--- config.mk ---
export PLATFORM = sky130hd
export DESIGN_NAME = ship_motion
export DESIGN_NICKNAME = d
export VERILOG_FILES = /design/src/rtl/ship_pkg.sv /design/src/rtl/tilt_speed.sv /design/src/rtl/ship_motion.sv
export SDC_FILE = /design/constraint.sdc
export NUM_CORES = 1
export LEC_CHECK = 0
export BUFFER_PORTS_ARGS = -buffer_cell sky130_fd_sc_hd__clkbuf_2
export CAP_MARGIN = 20
export CELL_PAD_IN_SITES_DETAIL_PLACEMENT = 1
export CELL_PAD_IN_SITES_GLOBAL_PLACEMENT = 2
export CORE_MARGIN = 2
export CORE_UTILIZATION = 40
export DETAILED_ROUTE_END_ITERATION = 7
export PLACE_DENSITY = 0.94
export SLEW_MARGIN = 20
export SYNTH_ARGS = -nofsm -noshare
export SYNTH_HDL_FRONTEND = slang
export SYNTH_HIERARCHICAL = 1
export SYNTH_SLANG_ARGS = --single-unit
export TNS_END_PERCENT = 10
--- constraint.sdc ---
create_clock -name clk_pix -period 6.1 [get_ports clk_pix]
set_clock_uncertainty 0.15 [all_clocks]
set_input_delay 0.915 -clock clk_pix [delete_from_list [all_inputs] [get_ports clk_pix]]
set_output_delay 0.915 -clock clk_pix [all_outputs]
set_load 0.01 [all_outputs]
--- src/rtl/ship_pkg.sv ---
// Shared definitions for the ship motion block: FSM states, screen geometry
// defaults and the tilt-to-speed threshold multipliers.
package ship_pkg;

    localparam int SCREEN_CORDW = 16;
    localparam int H_RES_DEF    = 640;
    localparam int V_RES_DEF    = 480;
    localparam int SAMPLE_W     = 16;
    localparam int BUF_DEPTH    = 4;

    // Speed bands: |avg| < DEADZONE -> 0, < DEADZONE*SPEED2_MULT -> 1,
    // < DEADZONE*SPEED3_MULT -> 2, otherwise 3 px/frame.
    localparam int DEADZONE_DEF = 128;
    localparam int SPEED2_MULT  = 4;
    localparam int SPEED3_MULT  = 8;

    typedef enum logic [1:0] {
        ST_IDLE   = 2'd0,
        ST_FILTER = 2'd1,
        ST_SPEED  = 2'd2
    } state_t;

endpackage

--- src/rtl/tilt_speed.sv ---
// Combinational map from a signed tilt average to a signed speed of
// 0..3 px/frame, keeping the sign of the tilt.
module tilt_speed
    import ship_pkg::*;
#(
    parameter int DEADZONE = DEADZONE_DEF
) (
    input  logic signed [SAMPLE_W-1:0] avg,
    output logic signed [2:0]          speed
);

    localparam logic [SAMPLE_W:0] TH1 = (SAMPLE_W+1)'(DEADZONE);
    localparam logic [SAMPLE_W:0] TH2 = (SAMPLE_W+1)'(DEADZONE * SPEED2_MULT);
    localparam logic [SAMPLE_W:0] TH3 = (SAMPLE_W+1)'(DEADZONE * SPEED3_MULT);

    logic [SAMPLE_W:0] mag;
    logic [2:0]        level;

    // Magnitude is one bit wider so the most negative sample cannot overflow.
    always_comb begin
        mag   = avg[SAMPLE_W-1] ? (~{avg[SAMPLE_W-1], avg} + (SAMPLE_W+1)'(1))
                                : {1'b0, avg};
        level = 3'd3;
        if (mag < TH1) begin
            level = 3'd0;
        end else if (mag < TH2) begin
            level = 3'd1;
        end else if (mag < TH3) begin
            level = 3'd2;
        end
        speed = avg[SAMPLE_W-1] ? (~level + 3'd1) : level;
    end

endmodule

--- src/rtl/ship_motion.sv ---
// Ship sprite motion from accelerometer tilt: samples are buffered, filtered,
// mapped to a per-axis speed and applied to the sprite position once per frame.
// Build option: define SHIP_SMOOTH_EN to average the last four samples per
// axis; without it the newest sample is used directly (same FSM timing).
module ship_motion #(
    parameter int H_RES        = ship_pkg::H_RES_DEF,
    parameter int V_RES        = ship_pkg::V_RES_DEF,
    parameter int SCREEN_CORDW = ship_pkg::SCREEN_CORDW,
    parameter int SHIP_W       = 34,
    parameter int SHIP_H       = 36,
    parameter int X_INIT       = 300,
    parameter int Y_INIT       = 240,
    parameter int DEADZONE     = ship_pkg::DEADZONE_DEF
) (
    input  logic                                  clk_pix,
    input  logic                                  rst,
    input  logic signed [ship_pkg::SAMPLE_W-1:0]  data_x,
    input  logic signed [ship_pkg::SAMPLE_W-1:0]  data_y,
    input  logic                                  data_update,
    input  logic                                  frame,
    input  logic                                  hold,
    output logic [SCREEN_CORDW-1:0]               ship_x,
    output logic [SCREEN_CORDW-1:0]               ship_y,
    output logic                                  moving,
    output logic                                  sample_ovf
);
    import ship_pkg::*;

    localparam int PW = SCREEN_CORDW + 2;
    localparam logic signed [PW-1:0] X_MAX = PW'(H_RES - SHIP_W);
    localparam logic signed [PW-1:0] Y_MAX = PW'(V_RES - SHIP_H);

    state_t state_reg, state_next;

    logic signed [SAMPLE_W-1:0] buf_x_reg [BUF_DEPTH];
    logic signed [SAMPLE_W-1:0] buf_y_reg [BUF_DEPTH];
    logic                       pend_valid_reg, ovf_reg;
    logic signed [SAMPLE_W-1:0] pend_x_reg, pend_y_reg;
    logic signed [SAMPLE_W-1:0] cap_x, cap_y;
    logic                       accept;

    // Index 0 is the x axis, index 1 the y axis.
    logic signed [SAMPLE_W-1:0] filt [2];
    logic signed [SAMPLE_W-1:0] avg_reg [2];
    logic signed [2:0]          spd [2];

    logic                       vel_load_reg;
    logic signed [2:0]          vel_x_reg, vel_y_reg, vel_x_next, vel_y_next;
    logic                       moving_reg;
    logic [SCREEN_CORDW-1:0]    ship_x_reg, ship_y_reg, ship_x_next, ship_y_next;
    logic signed [PW-1:0]       x_sum, y_sum;

    // A pending sample is always older than one arriving now, so it wins.
    assign accept = (state_reg == ST_IDLE) && (data_update || pend_valid_reg);
    assign cap_x  = pend_valid_reg ? pend_x_reg : data_x;
    assign cap_y  = pend_valid_reg ? pend_y_reg : data_y;

    // FSM state register.
    always_ff @(posedge clk_pix) begin
        if (rst) state_reg <= ST_IDLE;
        else     state_reg <= state_next;
    end

    // FSM next state: a sample is taken in IDLE, then one cycle each to filter and map.
    always_comb begin
        state_next = state_reg;
        case (state_reg)
            ST_IDLE:   if (accept) state_next = ST_FILTER;
            ST_FILTER: state_next = ST_SPEED;
            ST_SPEED:  state_next = ST_IDLE;
            default:   state_next = ST_IDLE;
        endcase
    end

    // Sample history, newest in entry 0.
    always_ff @(posedge clk_pix) begin
        if (rst) begin
            for (int i = 0; i < BUF_DEPTH; i++) begin
                buf_x_reg[i] <= '0;
                buf_y_reg[i] <= '0;
            end
        end else if (accept) begin
            for (int i = BUF_DEPTH - 1; i > 0; i--) begin
                buf_x_reg[i] <= buf_x_reg[i-1];
                buf_y_reg[i] <= buf_y_reg[i-1];
            end
            buf_x_reg[0] <= cap_x;
            buf_y_reg[0] <= cap_y;
        end
    end

    // One-deep holding slot for samples that arrive while busy; overwriting flags overflow.
    always_ff @(posedge clk_pix) begin
        if (rst) begin
            pend_valid_reg <= 1'b0;
            pend_x_reg     <= '0;
            pend_y_reg     <= '0;
            ovf_reg        <= 1'b0;
        end else begin
            ovf_reg <= 1'b0;
            if (data_update && ((state_reg != ST_IDLE) || pend_valid_reg)) begin
                pend_x_reg     <= data_x;
                pend_y_reg     <= data_y;
                pend_valid_reg <= 1'b1;
                ovf_reg        <= pend_valid_reg && (state_reg != ST_IDLE);
            end else if (accept) begin
                pend_valid_reg <= 1'b0;
            end
        end
    end

`ifdef SHIP_SMOOTH_EN
    logic signed [SAMPLE_W+1:0] sum_x, sum_y;

    // Four-sample average with arithmetic (floor) division.
    always_comb begin
        sum_x = '0;
        sum_y = '0;
        for (int i = 0; i < BUF_DEPTH; i++) begin
            sum_x = sum_x + (SAMPLE_W+2)'(buf_x_reg[i]);
            sum_y = sum_y + (SAMPLE_W+2)'(buf_y_reg[i]);
        end
        filt[0] = SAMPLE_W'(sum_x >>> 2);
        filt[1] = SAMPLE_W'(sum_y >>> 2);
    end
`else
    // Unsmoothed: newest sample straight through.
    always_comb begin
        filt[0] = buf_x_reg[0];
        filt[1] = buf_y_reg[0];
    end
`endif

    genvar gi;
    generate
        for (gi = 0; gi < 2; gi++) begin : g_axis
            tilt_speed #(
                .DEADZONE (DEADZONE)
            ) u_tilt (
                .avg   (avg_reg[gi]),
                .speed (spd[gi])
            );
        end
    endgenerate

    assign vel_x_next = vel_load_reg ? spd[0] : vel_x_reg;
    assign vel_y_next = vel_load_reg ? spd[1] : vel_y_reg;

    // Filter result latched in FILTER; SPEED arms a velocity load that lands one edge later.
    always_ff @(posedge clk_pix) begin
        if (rst) begin
            avg_reg[0]   <= '0;
            avg_reg[1]   <= '0;
            vel_load_reg <= 1'b0;
            vel_x_reg    <= '0;
            vel_y_reg    <= '0;
            moving_reg   <= 1'b0;
        end else begin
            if (state_reg == ST_FILTER) begin
                avg_reg[0] <= filt[0];
                avg_reg[1] <= filt[1];
            end
            vel_load_reg <= (state_reg == ST_SPEED);
            vel_x_reg    <= vel_x_next;
            vel_y_reg    <= vel_y_next;
            moving_reg   <= (vel_x_next != 3'sd0) || (vel_y_next != 3'sd0);
        end
    end

    // Signed, widened step then clamp; positive x tilt moves left, positive y tilt down.
    always_comb begin
        x_sum = $signed({2'b00, ship_x_reg}) - PW'(vel_x_reg);
        y_sum = $signed({2'b00, ship_y_reg}) + PW'(vel_y_reg);
        if (x_sum[PW-1])       ship_x_next = '0;
        else if (x_sum > X_MAX) ship_x_next = SCREEN_CORDW'(H_RES - SHIP_W);
        else                    ship_x_next = x_sum[SCREEN_CORDW-1:0];
        if (y_sum[PW-1])       ship_y_next = '0;
        else if (y_sum > Y_MAX) ship_y_next = SCREEN_CORDW'(V_RES - SHIP_H);
        else                    ship_y_next = y_sum[SCREEN_CORDW-1:0];
    end

    // Position advances once per frame using the velocity held before this edge.
    always_ff @(posedge clk_pix) begin
        if (rst) begin
            ship_x_reg <= SCREEN_CORDW'(X_INIT);
            ship_y_reg <= SCREEN_CORDW'(Y_INIT);
        end else if (frame && !hold) begin
            ship_x_reg <= ship_x_next;
            ship_y_reg <= ship_y_next;
        end
    end

    assign ship_x     = ship_x_reg;
    assign ship_y     = ship_y_reg;
    assign moving     = moving_reg;
    assign sample_ovf = ovf_reg;

endmodule

==> results of run 1 <==
-- through the flow --
step	power, W	hold WS [ps]	std cells
floorplan	0.001377	286.0	752
global placement	0.001481	291.5	1026
detailed placement	0.001493	297.7	1026
CTS	0.002523	306.4	1058
global route	0.002610	321.5	1058
finish	0.002505	304.3	1058
-- per-layer routing --
| layer | vias to the layer above | wire [µm] | track usage |
|---|---|---|---|
| met5 | - | 0 | 0 |
| met4 | 0 | 214 | 0.05210 |
| met3 | 21 | 719 | 0.04821 |
| met2 | 105 | 9122 | 0.3377 |
| met1 | 2835 | 8675 | 0.2517 |
| li1 | 2877 | - | - |
-- kinds of logic (layout without fill, tap and decap cells) --
logic type,count (synthesis),count (layout),synth area share
AOI/OAI and AO/OA,175,175,0.1736
buffers and inverters,57,134,0.02879
xor gates and xnor gates,25,25,0.02947
muxes,39,39,0.05422
DFF,140,140,0.4634
adders and majority gates,36,36,0.06264
and+or+nand+nor,280,280,0.1879
-- worst reg2reg max path, stage by stage (launching register included) --
cell and delay, ps:
dfxtp_1 500, inv_1 370, ha_1 490, a211oi_2 240, o21bai_2 120, a2111oi_1 470, nor3_2 100, xnor2_1 170
o31a_1 330, nor4_4 250, o311a_2 300, a32o_1 180
-- final cells by class --
type / count / area share
clock buffer: 20 / 0.05081
timing repair buffer: 79 / 0.04862
tap: 229 / 0.03334
clock inverter: 12 / 0.01572
multi-input combinational: 555 / 0.4407
sequential: 140 / 0.4008
inverter: 23 / 0.01005
-- placed cells by master, fill, tap and decap left out, drive strengths merged, types with 5 or more instances in the layout --
cell type   n
clkbuf     90
nor2       70
o21ai      12
a32o        5
and2       35
nand4       6
o31ai       7
dfxtp      76
o22ai       5
mux2i      39
edfxtp     64
o2111ai     5
buf         9
o21a        6
and3       15
inv        28
nor3b       5
a21oi      64
ha         34
or4         6
nand2b      7
o21bai      5
nand2      98
nand3       9
xor2        7
a21o       16
xnor2      18
nor3       13
-- power breakdown --
part | internal [W] | switching (W) | leakage, nW
registers | 0.00105 | 0.0000419 | 1.31
clock network | 0.000607 | 0.000422 | 0.280
logic | 0.000152 | 0.000231 | 1.87
-- worst min path at each step --
stage	from	end	slack, ps	cells after the start
final	pend_x_reg[2]$_SDFFE_PP0P_	pend_x_reg[2]$_SDFFE_PP0P_	300	2
after global routing	pend_x_reg[2]$_SDFFE_PP0P_	pend_x_reg[2]$_SDFFE_PP0P_	320	2
after CTS	pend_y_reg[2]$_SDFFE_PP0P_	pend_y_reg[2]$_SDFFE_PP0P_	310	2
after detailed placement	pend_y_reg[2]$_SDFFE_PP0P_	pend_y_reg[2]$_SDFFE_PP0P_	300	2
after global placement	pend_y_reg[8]$_SDFFE_PP0P_	pend_y_reg[8]$_SDFFE_PP0P_	290	2
after floorplan	pend_x_reg[0]$_SDFFE_PP0P_	pend_x_reg[0]$_SDFFE_PP0P_	290	2
==> summary.md, run 1 <==
| Metric | Value |
|---|---|
| Die height | between 100 and 150 µm |
| Pwr dens | 291.5 nW/µm² |
| Most instantiated cells after synthesis | nand2_1 (98), dfxtp_1 (76), nor2_1 (70), edfxtp_1 (64), a21oi_1 (62) |
| Sequential element share of the synthesized area | 0.4634 |
| Worst r2r path cells | 11 |
| Grt ovf | 0 |
| Pin count of the biggest net entering global routing | 59 |
| Final min period | between 3000 and 4000 ps |
| Reg area | approximately 3400 µm² |
| CP max stage cell | dfxtp_1 |
| Critical-path cell list | inv_1 > ha_1 > a211oi_2 > o21bai_2 > a2111oi_1 > nor3_2 > xnor2_1 > o31a_1 > nor4_4 > o311a_2 > a32o_1 |
| Avg Inst Size Synth | 9.881 µm² |
| F_max | between 200 and 300 MHz |
| Drt total wl | 18.73 mm |
| Antenna violations before repair | 0 |
| GPL Wtd Cong | 0.8382 |
| R2R Setup Slk | 2370 ps |
| Residual DRC | 0 |
| Data arrival, critical path | just under 4000 ps |
| Setup repair after global routing missed its margin | no |
| Final setup margin | between 2000 and 2500 ps |
| Hold buffers post-CTS | 0 |
| Initial core utilization | 0.4109 |
| # setup viols final | 0 |
| CTS max path bufs | 2 |
| Total CTS buffers | 17 |
| Die width | 140.3 µm |
| Max-cap viol count | 0 |
| Post-route cell area | roughly 8600 µm² |
| Top cell type's share of synthesized area | 0.2586 |
| DRT antenna net count | 0 |
| CP Launch Type | flip-flop |
| HP Class | reg2reg |
| Main synth FF type | dfxtp_1 |
| H-tree levels | 4 |
| CP Depth | 11 |
| ANT cells | 0 |
| Max FFs per register | 32 |
| # clock sinks | 140 |
| 1st-pass router iterations | 5 |
| Tcrit/Tclk final | 0.6116 |
| TNS Setup | 0 ps |
| Core ar. | 18090 µm² |
| CTS tree | yes |
| Dpl ws | between 2000 and 2500 ps |
| CP peak stage delay | approximately 500 ps |
| Critical Path Sink | ship_x[0]$_SDFFE_PP0P_ |
| Area of placed instances | about 8000 µm² |
| Vias in the first global route | around 6000 |
| Slew Viols, Final | 0 |
| Crit Path Category | reg2reg |
| Post-CTS Setup Inserts | 0 |
| Worst Path Required | between 6000 and 7000 ps |
| FF-to-FF Start | vel_x_reg[2]$_SDFF_PP0_ |
| Wire per inst | approximately 18 µm |
| Top-Level Pins | 71 |
| Count of cell types in the netlist | 74 |
| Worst vdd ir | ~0.00023 V |
| Gr usage total | 0.1978 |
| Root Buffer | clkbuf_16 |
| Area Growth Syn to Fin | 15.66% |
| Crit-path max FO | 16 |
| Die area | 19680 µm² |
| Share of layout cells above drive strength 1 | 0.1653 |
| Initial detailed-routing violation count | roughly 260 |
| Synth warn | 6 |
| Top-count cell post-synth | nand2_1 |
| First-pass GRT wire length | approximately 31 mm |
| Clock transition at path regs | approximately 60 ps |
| Cells after Synth | 752 |
| Critical path launch point | vel_x_reg[2]$_SDFF_PP0_ |
| Synthesized area | between 7000 and 8000 µm² |
| Critical Path Sink Type | flip-flop |
| Worst-Skew Late Latency | 430 ps |
| Fin util | 0.4752 |
| Fill count | just over 2000 |
| CP top delay family | compound AO/OA/AOI/OAI gates |
| Buf/Inv on CP | 1 |
| Final Hold Viols | 0 |
| Lkg Pwr | 3.460 nW |
| Post-synthesis sequential element count | 140 |
| Worst slew pin tran | between 700 and 800 ps |
| Reg2reg end | ship_x[0]$_SDFFE_PP0P_ |
| # port buffers | 70 |
| NumNets Final | about 890 |
| Vias/cell | 5.518 |
| Area of the multi-input gates | 3787 µm² |
| FFs w/ async S/R, synth | 0 |
| CTS resizes | 0 |
| DPL Wire Length | between 10 and 15 mm |
| Total vias in the final route | ~5800 |
| Synth top area cells | edfxtp_1 (26%), dfxtp_1 (20%), ha_1 (5.7%), mux2i_1 (5.1%), nand2_1 (5.0%) |
| Syn nets | 825 |
| FP Rows | 49 |
| Status | finished, final reports clean |
| Post-synth EDFFs | 64 |
| Synth area leader | edfxtp_1 |
| Worst relative slew slack | 0.4929 |
Note: power is estimated with default switching activity, not from simulation.
==> inputs of run 2 (changes only) <==
--- a/config.mk
+++ b/config.mk
@@ -10,9 +10,9 @@
 export CELL_PAD_IN_SITES_DETAIL_PLACEMENT = 1
 export CELL_PAD_IN_SITES_GLOBAL_PLACEMENT = 2
 export CORE_MARGIN = 2
-export CORE_UTILIZATION = 40
+export CORE_UTILIZATION = 38
 export DETAILED_ROUTE_END_ITERATION = 7
-export PLACE_DENSITY = 0.94
+export PLACE_DENSITY = 0.91
 export SLEW_MARGIN = 20
 export SYNTH_ARGS = -nofsm -noshare
 export SYNTH_HDL_FRONTEND = slang
==> constraint.sdc (replaced) <==
create_clock -name clk_pix -period 3.7 [get_ports clk_pix]
set_clock_uncertainty 0.15 [all_clocks]
set_input_delay 0.555 -clock clk_pix [delete_from_list [all_inputs] [get_ports clk_pix]]
set_output_delay 0.555 -clock clk_pix [all_outputs]
set_load 0.01 [all_outputs]
==> run 2 against run 1 <==
Global-route usage is 1.4 points lower. Clock power is 71% higher. Sequential power is 66% higher. Worst hold slack worse by 100 ps. Core utilization is 2.5 points lower. Register-to-register slack worse by 2100 ps. Setup slack worse by 2100 ps. Largest cell class unchanged. Sequential share of layout area is 0.51 points lower. Final area is 1.3% higher. Critical path depth is 2 higher. Combinational power is 62% higher.
==> summary.md, run 2 (synthesized netlist as in run 1, its figures left out) <==
| Metric | Value |
|---|---|
| Die area | 20690 µm² |
| Setup repair after global routing missed its margin | no |
| Share of layout cells above drive strength 1 | 0.1741 |
| HP Start | data_y[15] |
| M3 GR Usage | 0.03799 |
| Area Growth Syn to Fin | 17.19% |
| Post-CTS Setup Inserts | 0 |
| Worst vdd ir | about 0.00036 V |
| GPL Wtd Cong | 0.8174 |
| Commonest non-fill, non-tap cell in the layout | nand2_1 |
| Initial core utilization | 0.3843 |
| # setup viols final | 0 |
| HP Class | in2reg |
| DRT antenna net count | 0 |
| CTS max path bufs | 2 |
| Root Buffer | clkbuf_16 |
| Lkg Pwr | about 3.5 nW |
| Crit-path max FO | 4 |
| Data arrival, critical path | 3610 ps |
| Antenna violations before repair | 0 |
| Critical Path Sink Type | flip-flop |
| Worst relative slew slack | 0.5171 |
| Gr usage total | 0.1842 |
| Worst-Skew Late Latency | 430 ps |
| Tcrit/Tclk final | 0.9160 |
| Tot Pwr | 0.004190 W |
| Die height | about 140 µm |
| Worst slew pin tran | 722.9 ps |
| Total vias in the final route | 5791 |
| Met2 Track Usage GR | 0.3133 |
| Area of placed instances | between 8000 and 9000 µm² |
| Crit Path Category | reg2reg |
| CTS resizes | 0 |
| H-tree levels | 4 |
| Clock transition at path regs | 70 ps |
| Post-route cell area | about 8700 µm² |
| Residual DRC | 0 |
| Vias/cell | ~5.3 |
| F_max | just under 300 MHz |
| Worst Path Required | slightly below 4000 ps |
| Status | finished, final reports clean |
| # port buffers | 70 |
| Max-cap viol count | 0 |
| CTS tree | yes |
| Pwr dens | 481.2 nW/µm² |
| CP Launch Type | flip-flop |
| Die width | around 140 µm |
| FP Rows | 51 |
| Slew Viols, Final | 0 |
| NumNets Final | approximately 900 |
| Drt total wl | roughly 18 mm |
| Grt met1 use | 0.2383 |
| DPL Wire Length | between 10 and 15 mm |
| Final min period | 3389 ps |
| Core ar. | a little under 20000 µm² |
| Most used routing layer | met2 |
| Pin count of the biggest net entering global routing | 35 |
| # clock sinks | between 100 and 150 |
| Max FFs per register | 32 |
| Vias in the first global route | between 5000 and 6000 |
| FF-to-FF Start | ship_x[0]$_SDFFE_PP0P_ |
| Initial detailed-routing violation count | around 270 |
| TNS Setup | 0 ps |
| Final Hold Viols | 0 |
| Total CTS buffers | 17 |
| ANT cells | 0 |
| Most frequent cells in the layout | nand2_1 (98), dfxtp_1 (74), nor2_1 (70), clkbuf_2 (70), edfxtp_1 (64) |
| Grt ovf | 0 |
| Critical path launch point | ship_x[0]$_SDFFE_PP0P_ |
| Top-Level Pins | approximately 70 |
| Hold buffers post-CTS | 0 |
| 1st-pass router iterations | 4 |
| Wire per inst | ~17 µm |
| First-pass GRT wire length | between 20 and 30 mm |
[run 2: changes by cell type in the layout (fill, tap and decap cells not counted), sizes merged]
cell	before	now
buf	9	13
clkinv	4	2
inv	28	34
clkbuf	90	87
bufinv	2	1
[run 2: power by group]
part	switching (W)	internal (W)
clock network	0.000785	0.000977
registers	0.0000755	0.00173
logic	0.000370	0.000251
[run 2: layout make-up]
cell class	instances	area (µm²)
Clock buffer	17	425.4
Tap cell	265	331.6
Multi-Input combinational cell	555	3787
Clock inverter	15	183.9
Inverter	23	86.33
Fill cell	2184	10630
Timing Repair Buffer	83	447.9
Sequential cell	140	3446
[run 2: through the flow]
step | cells | util | worst slack, ps | hold WS, ps
global route | 1098 | 0.4504 | 125.9 | 197.7
global placement | 1066 | 0.4188 | 372.2 | 290.8
finish | 1098 | 0.4504 | 310.9 | 203.1
floorplan | 752 | - | 388.3 | 286.0
detailed placement | 1066 | 0.4188 | 279.9 | 299.3
CTS | 1098 | 0.4503 | 261.1 | 191.2
[run 2: per-layer routing]
metal | wire length, µm | vias to the layer above
li1 | - | 2875
met1 | 8722 | 2824
met2 | 8712 | 78
met3 | 618 | 14
met4 | 199 | 0
met5 | 0 | -
[run 2: critical path: stages, from the launching register on]
cell and delay [ps]:
dfxtp_1 330, inv_1 60, ha_1 170, inv_1 60, fa_1 420, a211oi_2 260
o21bai_2 130, a2111oi_1 460, nor3_2 100, xnor2_1 150, o31a_1 320, nor4_4 240
o311a_2 300, a32o_1 160
[run 2: path summary, 6_finish.rpt]
path / to / slack (ps) / cells past startpoint
max: ship_x[0]$_SDFFE_PP0P_ / 310 / 13
min reg2reg: pend_y_reg[11]$_SDFFE_PP0P_ / 300 / 2
max reg2reg: ship_x[0]$_SDFFE_PP0P_ / 310 / 13
min: pend_y_reg[15]$_SDFFE_PP0P_ / 200 / 3
